[src/rtl/bug_sync_fifo.sv]
// Small synchronous show-ahead FIFO; dout always presents the head entry.
module bug_sync_fifo #(
   parameter int DATA_W = 5,
   parameter int DEPTH  = 8
) (
   input  logic              clk,
   input  logic              rst,
   input  logic              push,
   input  logic [DATA_W-1:0] din,
   input  logic              pop,
   output logic [DATA_W-1:0] dout,
   output logic              full,
   output logic              empty
);

   localparam int PTR_W = (DEPTH > 1) ? $clog2(DEPTH) : 1;

   logic [DATA_W-1:0] mem [DEPTH];
   logic [PTR_W-1:0]  wr_ptr;
   logic [PTR_W-1:0]  rd_ptr;
   logic [PTR_W:0]    count;
   logic              do_push;
   logic              do_pop;

   // A pop frees a slot on the same edge, so push-while-full is legal with a pop.
   assign do_pop  = pop && !empty;
   assign do_push = push && (!full || do_pop);
   assign empty   = (count == '0);
   assign full    = (count == (PTR_W + 1)'(DEPTH));
   assign dout    = mem[rd_ptr];

   always_ff @(posedge clk) begin
      if (do_push) begin
         mem[wr_ptr] <= din;
      end
   end

   // Pointers wrap naturally because DEPTH is a power of two.
   always_ff @(posedge clk or posedge rst) begin
      if (rst) begin
         wr_ptr <= '0;
         rd_ptr <= '0;
         count  <= '0;
      end else begin
         if (do_push) wr_ptr <= wr_ptr + 1'b1;
         if (do_pop)  rd_ptr <= rd_ptr + 1'b1;
         case ({do_push, do_pop})
            2'b10:   count <= count + 1'b1;
            2'b01:   count <= count - 1'b1;
            default: count <= count;
         endcase
      end
   end

endmodule

[config.mk]
export PLATFORM = sky130hd
export DESIGN_NAME = bug_sync_fifo
export DESIGN_NICKNAME = d
export VERILOG_FILES = /design/src/rtl/bug_sync_fifo.sv
export SDC_FILE = /design/constraint.sdc
export NUM_CORES = 1
export LEC_CHECK = 0
export CORE_AREA = 2 2 70 72
export DETAILED_ROUTE_END_ITERATION = 8
export DIE_AREA = 0 0 72 74
export GPL_TIMING_DRIVEN = 0
export PLACE_DENSITY = 0.67
export SYNTH_ARGS = -nofsm -noshare
export SYNTH_HDL_FRONTEND = slang
export SYNTH_SLANG_ARGS = --single-unit
[constraint.sdc]
create_clock -name clk -period 3.4 [get_ports clk]
set_input_delay 1.02 -clock clk [delete_from_list [all_inputs] [get_ports clk]]
set_output_delay 1.02 -clock clk [all_outputs]
set_load 0.05 [all_outputs]
==> flow_summary.toml, run 1 <==
[place]
gp_congestion = 0.815
place_area_mm2 = 0.00239
io_buffers = 14
dp_hpwl_mm = 2.60

[synth]
async_flop_share_pct = 20.0
synth_fp_nets = 146
synthDistinctLibCells = 28
synth_area_leaders = "edfxtp_1 (55%), dfrtp_1 (11%), mux4_2 (10%)"
synth-edff-count = 40
syn_area_mm2 = 0.00218
yosysWarnings = 0
synth.avg_cell_area_um2 = 16.5
synth_flop_cell = "edfxtp_1"
synthCells = 132
synth_top_area_share_pct = 55.1
synth_most_common_cell = "edfxtp_1"
synth_top_area_cell = "edfxtp_1"
yosysSeqAreaShare_pct = 66.6
ys_top_cells_by_count = "edfxtp_1 (40), nor2_1 (12), dfrtp_1 (10), mux4_2 (10), nand2_1 (7)"
synth_seq_cells = 50

[power]
p_per_area_mw_per_mm2 = 890
p_leak_uw = 0.000887
peakVddDrop_mv = 0.463

[clock_network]
clkSinkCount = 50
clkLatencyLatePin_ps = 300
clock_path_buffers = 2
holdBufCountCts = 0
cts_buffers = 5
cts.htree.levels = 2
cts_setup_buffers = 0
cts_tree = "done"
cts-resized-gates = 5
root_buffer = "clkbuf_8"
clkTransAtPathRegs_ps = 80

[sta]
period_share_pct = 95.7
hold_viol = 0
tightest_slew_ps = 1040
post-route-min-period_ps = 3260
finalSetupViolCount = 0
final_max_slew_viol_count = 0
rsz0062_at_grt = "false"
fin_tns_setup_ps = 0
clock_skew_ps = 10.3
fmax_ghz = 0.307
maxSlewHeadroom_pct = 29.9

[detailed_routing]
viasPerCell = 5.46
first_pass_iters = 4
wl_per_cell_um = 17.4
drtIter0Drc = 77
drc = 0
final_antenna_net_count = 0
drt-total-wl_mm = 3.63
via_count = 1135

[layout]
fin_area_mm2 = 0.00250
n_fill_cell = 367
drive_gt1_share_pct = 20.1
nets = 167
areaGrowthSynthToFinish_pct = 14.6
final_util_pct = 54.3
diodes = 0

[floorplan]
initial_core_util_pct = 47.4
io_pins = 16
rows = 25
die_h_um = 74
die_x_um = 72
die_area_mm2 = 0.00533
core_mm2 = 0.00460

[worst_setup_path]
crit_buf_inv = 2
max_stage_delay_ps = 530
cp-start-kind = "flip-flop"
required_ps = 2380
slowest_stage = "mux4_2"
regToRegSetupSlack_ps = 1100
crit_chain = "clkbuf_4 -> mux4_2 -> mux2_2 -> dlygate4sd2_1"
cp.arrival_ps = 2240
crit_path_end_kind = "primary output"
rr_worst_depth = 10
cp_num_cells = 4
crit_type = "reg2out"
crit_fanout = 10
path_delay_family = "multiplexers"

[worst_hold_path]
hp-class = "reg2reg"
holdPathStages = 1

[job]
maxCapViolations = 0

[global_route]
grt_overflow = 0
grt_pass1_wl_mm = 5.91
grtUsageTotal_pct = 15.6
grt_max_degree = 17
grt_pass1_vias = 1245
antenna_found_initial = 0

[status]
status = "finished, final reports clean"
-- power breakdown --
group / switching (µW) / total [µW] / internal [µW]
sequential: 84.7 / 884 / 799
clock: 190 / 409 / 219
combinational: 537 / 930 / 393
total: 812 / 2220 / 1410
-- flip-flops by register name (all words and copies together), names as in the netlist --
| register | cells |
|---|---|
| mem | 40 |
| count | 4 |
| rd_ptr | 3 |
| wr_ptr | 3 |
-- layer usage --
| metal | share of wire [%] | GRT usage (%) | routed length, µm |
|---|---|---|---|
| met1 | 40 | 17.2 | 1460 |
| met2 | 53 | 29.0 | 1930 |
| met3 | 4.5 | 3.39 | 163 |
| met4 | 2.0 | 6.92 | 71 |
| met5 | 0 | 0 | 0 |
-- stage by stage --
| stage | instances | setup slack, ps | hold WS [ps] | total power, µW |
|---|---|---|---|---|
| floorplan | 132 | 604 | 457 | 1620 |
| global placement | 200 | 65.1 | 474 | 1840 |
| detailed placement | 200 | 65.5 | 507 | 1880 |
| CTS | 208 | 6.12 | 522 | 2250 |
| global route | 208 | 27.3 | 537 | 2360 |
| finish | 208 | 145 | 516 | 2220 |
-- cell type report --
class	count	area (µm²)	share of cell area, %
Sequential cell	50	1450	58.1
Multi-Input combinational cell	71	677	27.1
Timing Repair Buffer	14	134	5.36
Clock buffer	5	68.8	2.75
Tap cell	54	67.6	2.70
Clock inverter	3	45.0	1.80
Buffer	5	32.5	1.30
Inverter	6	22.5	0.901
-- kinds of logic (layout without fill, tap and decap cells) --
kind of cell	Yosys count	after routing	synth area share [%]
flip-flops	50	50	66.6
AND/OR/NAND/NOR	33	33	6.95
multiplexers	20	20	15.5
buffers and inverters	11	33	2.35
XOR/XNOR	7	7	2.81
AO/OA/AOI/OAI	6	6	2.58
adder cells (fa/ha/maj)	5	5	3.21
-- cell usage in the layout (no fill, tap or decap), drive strengths merged, types with 3 or more instances in the layout --
cell / instances
inv: 6
xnor2: 5
nand2: 7
dlygate4sd2: 5
mux2: 7
nand2b: 6
clkbuf: 7
edfxtp: 40
clkdlybuf4s50: 9
dfrtp: 10
mux2i: 3
buf: 3
ha: 4
mux4: 10
nor3: 4
nor2: 12
-- worst paths after layout --
kind,startpoint,endpoint
worst max-delay path,rd_ptr[0],dout[0]
worst min-delay path,wr_ptr[2],wr_ptr[2]
worst max register to register,count[2],count[3]
worst min register to register,wr_ptr[2],wr_ptr[2]
max in group asynchronous,rst,wr_ptr[1]
min in group asynchronous,rst,count[3]
(Power assumes the default switching activity.)
==> run 2, diff against run 1 <==
--- a/config.mk
+++ b/config.mk
@@ -9,7 +9,7 @@
 export DETAILED_ROUTE_END_ITERATION = 8
 export DIE_AREA = 0 0 72 74
 export GPL_TIMING_DRIVEN = 0
-export PLACE_DENSITY = 0.67
+export PLACE_DENSITY = 0.64
 export SYNTH_ARGS = -nofsm -noshare
 export SYNTH_HDL_FRONTEND = slang
 export SYNTH_SLANG_ARGS = --single-unit
==> flow_summary.toml, run 2 (same netlist as run 1, synthesis figures left out) <==
[detailed_routing]
viasPerCell = 5.42
first_pass_iters = 4
via_count = 1127
drtIter0Drc = 50
final_antenna_net_count = 0
wl_per_cell_um = 16.8
drc = 0
drt-total-wl_mm = 3.50

[worst_setup_path]
crit_path_end = "dout[4]"
slowest_stage = "mux4_2"
rr_worst_depth = 10
r2r-start = "count[2]"
max_stage_delay_ps = 540
path_delay_family = "multiplexers"
crit_chain = "clkbuf_4 -> mux4_2 -> mux2_2 -> dlygate4sd2_1"
crit_fanout = 10
regToRegSetupSlack_ps = 1100
cp.arrival_ps = 2230
cp_num_cells = 4
cp-start-kind = "flip-flop"
crit_path_end_kind = "primary output"
crit_buf_inv = 2
r2r-end = "count[3]"
crit_start = "rd_ptr[0]"
required_ps = 2380
crit_type = "reg2out"

[power]
pwr-share-comb_pct = 43.5
sw_frac_of_total_pct = 37.6
p_clk_share_pct = 15.2
peakVddDrop_mv = 0.407
p_leak_uw = 0.000880
seq_power_share_pct = 41.3
power.internal_uw = 1330
p_per_area_mw_per_mm2 = 866
switchingPower_uw = 805

[place]
io_buffers = 14
gp_congestion = 0.736
dp_hpwl_mm = 2.48

[sta]
post-route-min-period_ps = 3250
whs_ps = 496
period_share_pct = 95.5
tightest_slew_ps = 956
maxSlewHeadroom_pct = 35.8
rsz0062_at_grt = "false"
fmax_ghz = 0.308
hold_viol = 0
finalSetupViolCount = 0
fin_tns_setup_ps = 0
clock_skew_ps = 8.17
final_max_slew_viol_count = 0

[clock_network]
holdBufCountCts = 0
clock_path_buffers = 2
cts_buffers = 5
root_buffer = "clkbuf_8"
cts_tree = "done"
clkSinkCount = 50
cts.htree.levels = 2
clkTransAtPathRegs_ps = 80
clkLatencyLatePin_ps = 300

[job]
maxCapViolations = 0

[global_route]
grt_max_degree = 16
grt_pass1_wl_mm = 5.83
grt_pass1_vias = 1154
grt_overflow = 0
antenna_found_initial = 0
grtUsageTotal_pct = 15.4

[layout]
mostFrequentLayoutCell = "edfxtp_1"
diodes = 0
drive_gt1_share_pct = 18.8
largest_register = "mem"
most-common-layout-cells = "edfxtp_1 (40), nor2_1 (12), mux4_2 (10), dfrtp_1 (10), clkdlybuf4s50_1 (9)"
nets = 167
largestRegisters = "mem x40, count x4"
areaGrowthSynthToFinish_pct = 13.3
largest_reg_flops = 40

[floorplan]
io_pins = 16
rows = 25
initial_core_util_pct = 47.4
die_area_mm2 = 0.00533
core_mm2 = 0.00460
die_x_um = 72
die_h_um = 74

[worst_hold_path]
hp-class = "reg2reg"

[status]
status = "finished, final reports clean"
==> run 2: area by class of cell <==
class                           instances  area (µm²)
Buffer                                  5        32.5
Clock buffer                            5        68.8
Clock inverter                          3        16.3
Fill cell                             366        2130
Inverter                                6        22.5
Multi-Input combinational cell         71         677
Sequential cell                        50        1450
Tap cell                               54        67.6
Timing Repair Buffer                   14         134
==> run 2: timing repair <==
| action | CTS | global route |
|---|---|---|
| buffers inserted | 0 | 0 |
| hold endpoints to repair | 0 | 0 |
| gates resized for setup | 6 | 1 |
| endpoints found under the setup margin | 5 | 5 |
==> run 2: how the worst min path moves through the flow <==
stage | from | slack [ps] | endpoint | depth (start not counted)
2_1_floorplan | wr_ptr[2] | 460 | wr_ptr[2] | 1
3_3_place_gp | wr_ptr[2] | 470 | wr_ptr[2] | 1
3_5_place_dp | wr_ptr[2] | 490 | wr_ptr[2] | 1
4_1_cts | wr_ptr[2] | 500 | wr_ptr[2] | 1
5_1_grt | wr_ptr[2] | 530 | wr_ptr[2] | 1
6_report | wr_ptr[2] | 500 | wr_ptr[2] | 1
==> run 2: worst reg2reg max path: cells and delay by family, from the launching register on <==
kind | cells | cell delay, ps
multiplexers | 1 | 190
flip-flops | 1 | 430
AND/OR/NAND/NOR | 4 | 780
adder cells (fa/ha/maj) | 1 | 330
AO/OA/AOI/OAI | 2 | 260
buffers and inverters | 2 | 210
==> run 2: through the flow <==
stage / std cells / setup WS (ps) / instance area (µm²) / total power (µW) / utilization (%)
global route: 208 / 25.7 / 2470 / 2270 / 53.7
CTS: 208 / 25.7 / 2470 / 2170 / 53.7
finish: 208 / 152 / 2470 / 2140 / 53.7
global placement: 200 / 77.7 / 2390 / 1840 / 51.9
detailed placement: 200 / 75.9 / 2390 / 1880 / 51.9
floorplan: 132 / 604 / 2180 / 1620 / -
==> run 2: layer usage <==
metal / track usage (%) / wire, µm / part of all wire (%)
met1: 18.1 / 1490 / 43
met2: 27.1 / 1810 / 52
met3: 4.61 / 140 / 4.0
met4: 5.66 / 60 / 1.7
met5: 0 / 0 / 0
==> run 2: power by group through the flow <==
| stage | logic, µW | registers, µW | clock network (µW) |
|---|---|---|---|
| CTS | 947 | 883 | 336 |
| global placement | 953 | 886 | 0 |
| floorplan | 746 | 873 | 0 |
| global route | 1010 | 901 | 362 |
| detailed placement | 983 | 896 | 0 |
| finish | 930 | 884 | 325 |
==> run 3, diff against run 2 <==
--- a/config.mk
+++ b/config.mk
@@ -5,9 +5,9 @@
 export SDC_FILE = /design/constraint.sdc
 export NUM_CORES = 1
 export LEC_CHECK = 0
-export CORE_AREA = 2 2 70 72
+export CORE_AREA = 5 5 73 75
 export DETAILED_ROUTE_END_ITERATION = 8
-export DIE_AREA = 0 0 72 74
+export DIE_AREA = 0 0 78 80
 export GPL_TIMING_DRIVEN = 0
 export PLACE_DENSITY = 0.64
 export SYNTH_ARGS = -nofsm -noshare
==> flow_summary.toml, run 3 (same netlist as run 1, synthesis figures left out) <==
[status]
status = "finished, final reports clean"

[detailed_routing]
via_count = 1128
drc = 0
drtIter0Drc = 60
first_pass_iters = 4
drt-total-wl_mm = 3.66
final_antenna_net_count = 0
viasPerCell = 5.42
wl_per_cell_um = 17.6

[place]
io_buffers = 14
place_area_mm2 = 0.00239
dp_slack_ps = 68.7
dp_cells = 200
gp_congestion = 0.762
dp_hpwl_mm = 2.59

[sta]
rsz0062_at_grt = "false"
finalSetupViolCount = 0
post-route-min-period_ps = 3250
period_share_pct = 95.5
setup_ws_ps = 153
final_max_slew_viol_count = 0
fmax_ghz = 0.308
fin_tns_setup_ps = 0
hold_viol = 0
maxSlewHeadroom_pct = 34.4
clock_skew_ps = 9.15
tightest_slew_ps = 977

[layout]
final_cells = 208
seq_area_mm2 = 0.00145
largest_reg_flops = 40
mostFrequentLayoutCell = "edfxtp_1"
n_fill_cell = 383
most-common-layout-cells = "edfxtp_1 (40), nor2_1 (12), mux4_2 (10), dfrtp_1 (10), clkdlybuf4s50_1 (9)"
drive_gt1_share_pct = 20.1
largest_register = "mem"
nets = 167
largestRegisters = "mem x40, count x4"
multiInputGateArea_um2 = 677
areaGrowthSynthToFinish_pct = 13.4
diodes = 0
fin_area_mm2 = 0.00247

[worst_hold_path]
hp-class = "reg2reg"
holdPathEnd = "wr_ptr[2]"
holdPathStages = 1
hp-start = "wr_ptr[2]"

[clock_network]
cts_setup_buffers = 0
cts.htree.levels = 2
holdBufCountCts = 0
cts_buffers = 5
clkTransAtPathRegs_ps = 90
cts_tree = "done"
clock_path_buffers = 2
root_buffer = "clkbuf_8"
clkLatencyLatePin_ps = 300
clkSinkCount = 50

[worst_setup_path]
required_ps = 2380
slowest_stage = "mux4_2"
crit_path_end_kind = "primary output"
crit_fanout = 10
crit_buf_inv = 2
path_delay_family = "multiplexers"
r2r-start = "count[2]"
rr_worst_depth = 10
crit_chain = "clkbuf_4 -> mux4_2 -> mux2_2 -> dlygate4sd2_1"
cp-start-kind = "flip-flop"
regToRegSetupSlack_ps = 1140
crit_type = "reg2out"
cp.arrival_ps = 2230
max_stage_delay_ps = 540
r2r-end = "count[3]"

[floorplan]
core_mm2 = 0.00460
die_x_um = 78
io_pins = 16
die_h_um = 80
initial_core_util_pct = 47.4
die_area_mm2 = 0.00624
rows = 25

[global_route]
grt_max_degree = 17
antenna_found_initial = 0
grt_pass1_vias = 1260
grtUsageTotal_pct = 13.5
grt_overflow = 0
grt_pass1_wl_mm = 6.26

[power]
peakVddDrop_mv = 0.427
p_per_area_mw_per_mm2 = 870
p_leak_uw = 0.000885

[job]
maxCapViolations = 0
==> run 3: layer usage <==
layer / up-vias / track usage, % / share of wire [%]
li1: 534 / - / -
met1: 573 / 15.8 / 40
met2: 16 / 23.9 / 55
met3: 5 / 3.95 / 3.7
met4: 0 / 3.89 / 1.1
met5: - / 0 / 0
==> run 3: worst max path at each step <==
stage | depth (start not counted) | startpoint | slack, ps | endpoint
after floorplan | 10 | count[2] | 600 | count[3]
after global placement | 4 | rd_ptr[0] | 70 | dout[4]
after detailed placement | 4 | rd_ptr[0] | 70 | dout[4]
after CTS | 4 | rd_ptr[0] | 20 | dout[4]
after global routing | 4 | rd_ptr[0] | 50 | dout[3]
final | 4 | rd_ptr[0] | 150 | dout[4]
==> run 3: power by group <==
group          internal [µW]  leakage [µW]  switching (µW)  total, µW
clock                    145     0.0000483             194        339
sequential               799      0.000481            83.2        882
combinational            393      0.000356             537        930
total                   1340      0.000885             813       2150
==> run 3: area by class of cell <==
cell class                      count  share of cell area [%]
Clock buffer                        5                    2.78
Timing Repair Buffer               14                    5.41
Multi-Input combinational cell     71                    27.4
Tap cell                           54                    2.73
Sequential cell                    50                    58.7
Clock inverter                      3                   0.759
Buffer                              5                    1.32
Inverter                            6                   0.911
==> run 3: what timing repair did <==
item,in CTS,in global routing
resized for setup,5,3
setup endpoints to repair,5,5
endpoints found under the hold margin,0,0
==> run 3: stage by stage <==
step / utilization [%] / power, µW / hold slack, ps
final: 53.8 / 2150 / 506
after global placement: 51.9 / 1840 / 474
after CTS: 53.7 / 2180 / 502
after floorplan: - / 1620 / 457
after global routing: 53.8 / 2290 / 536
after detailed placement: 51.9 / 1880 / 487
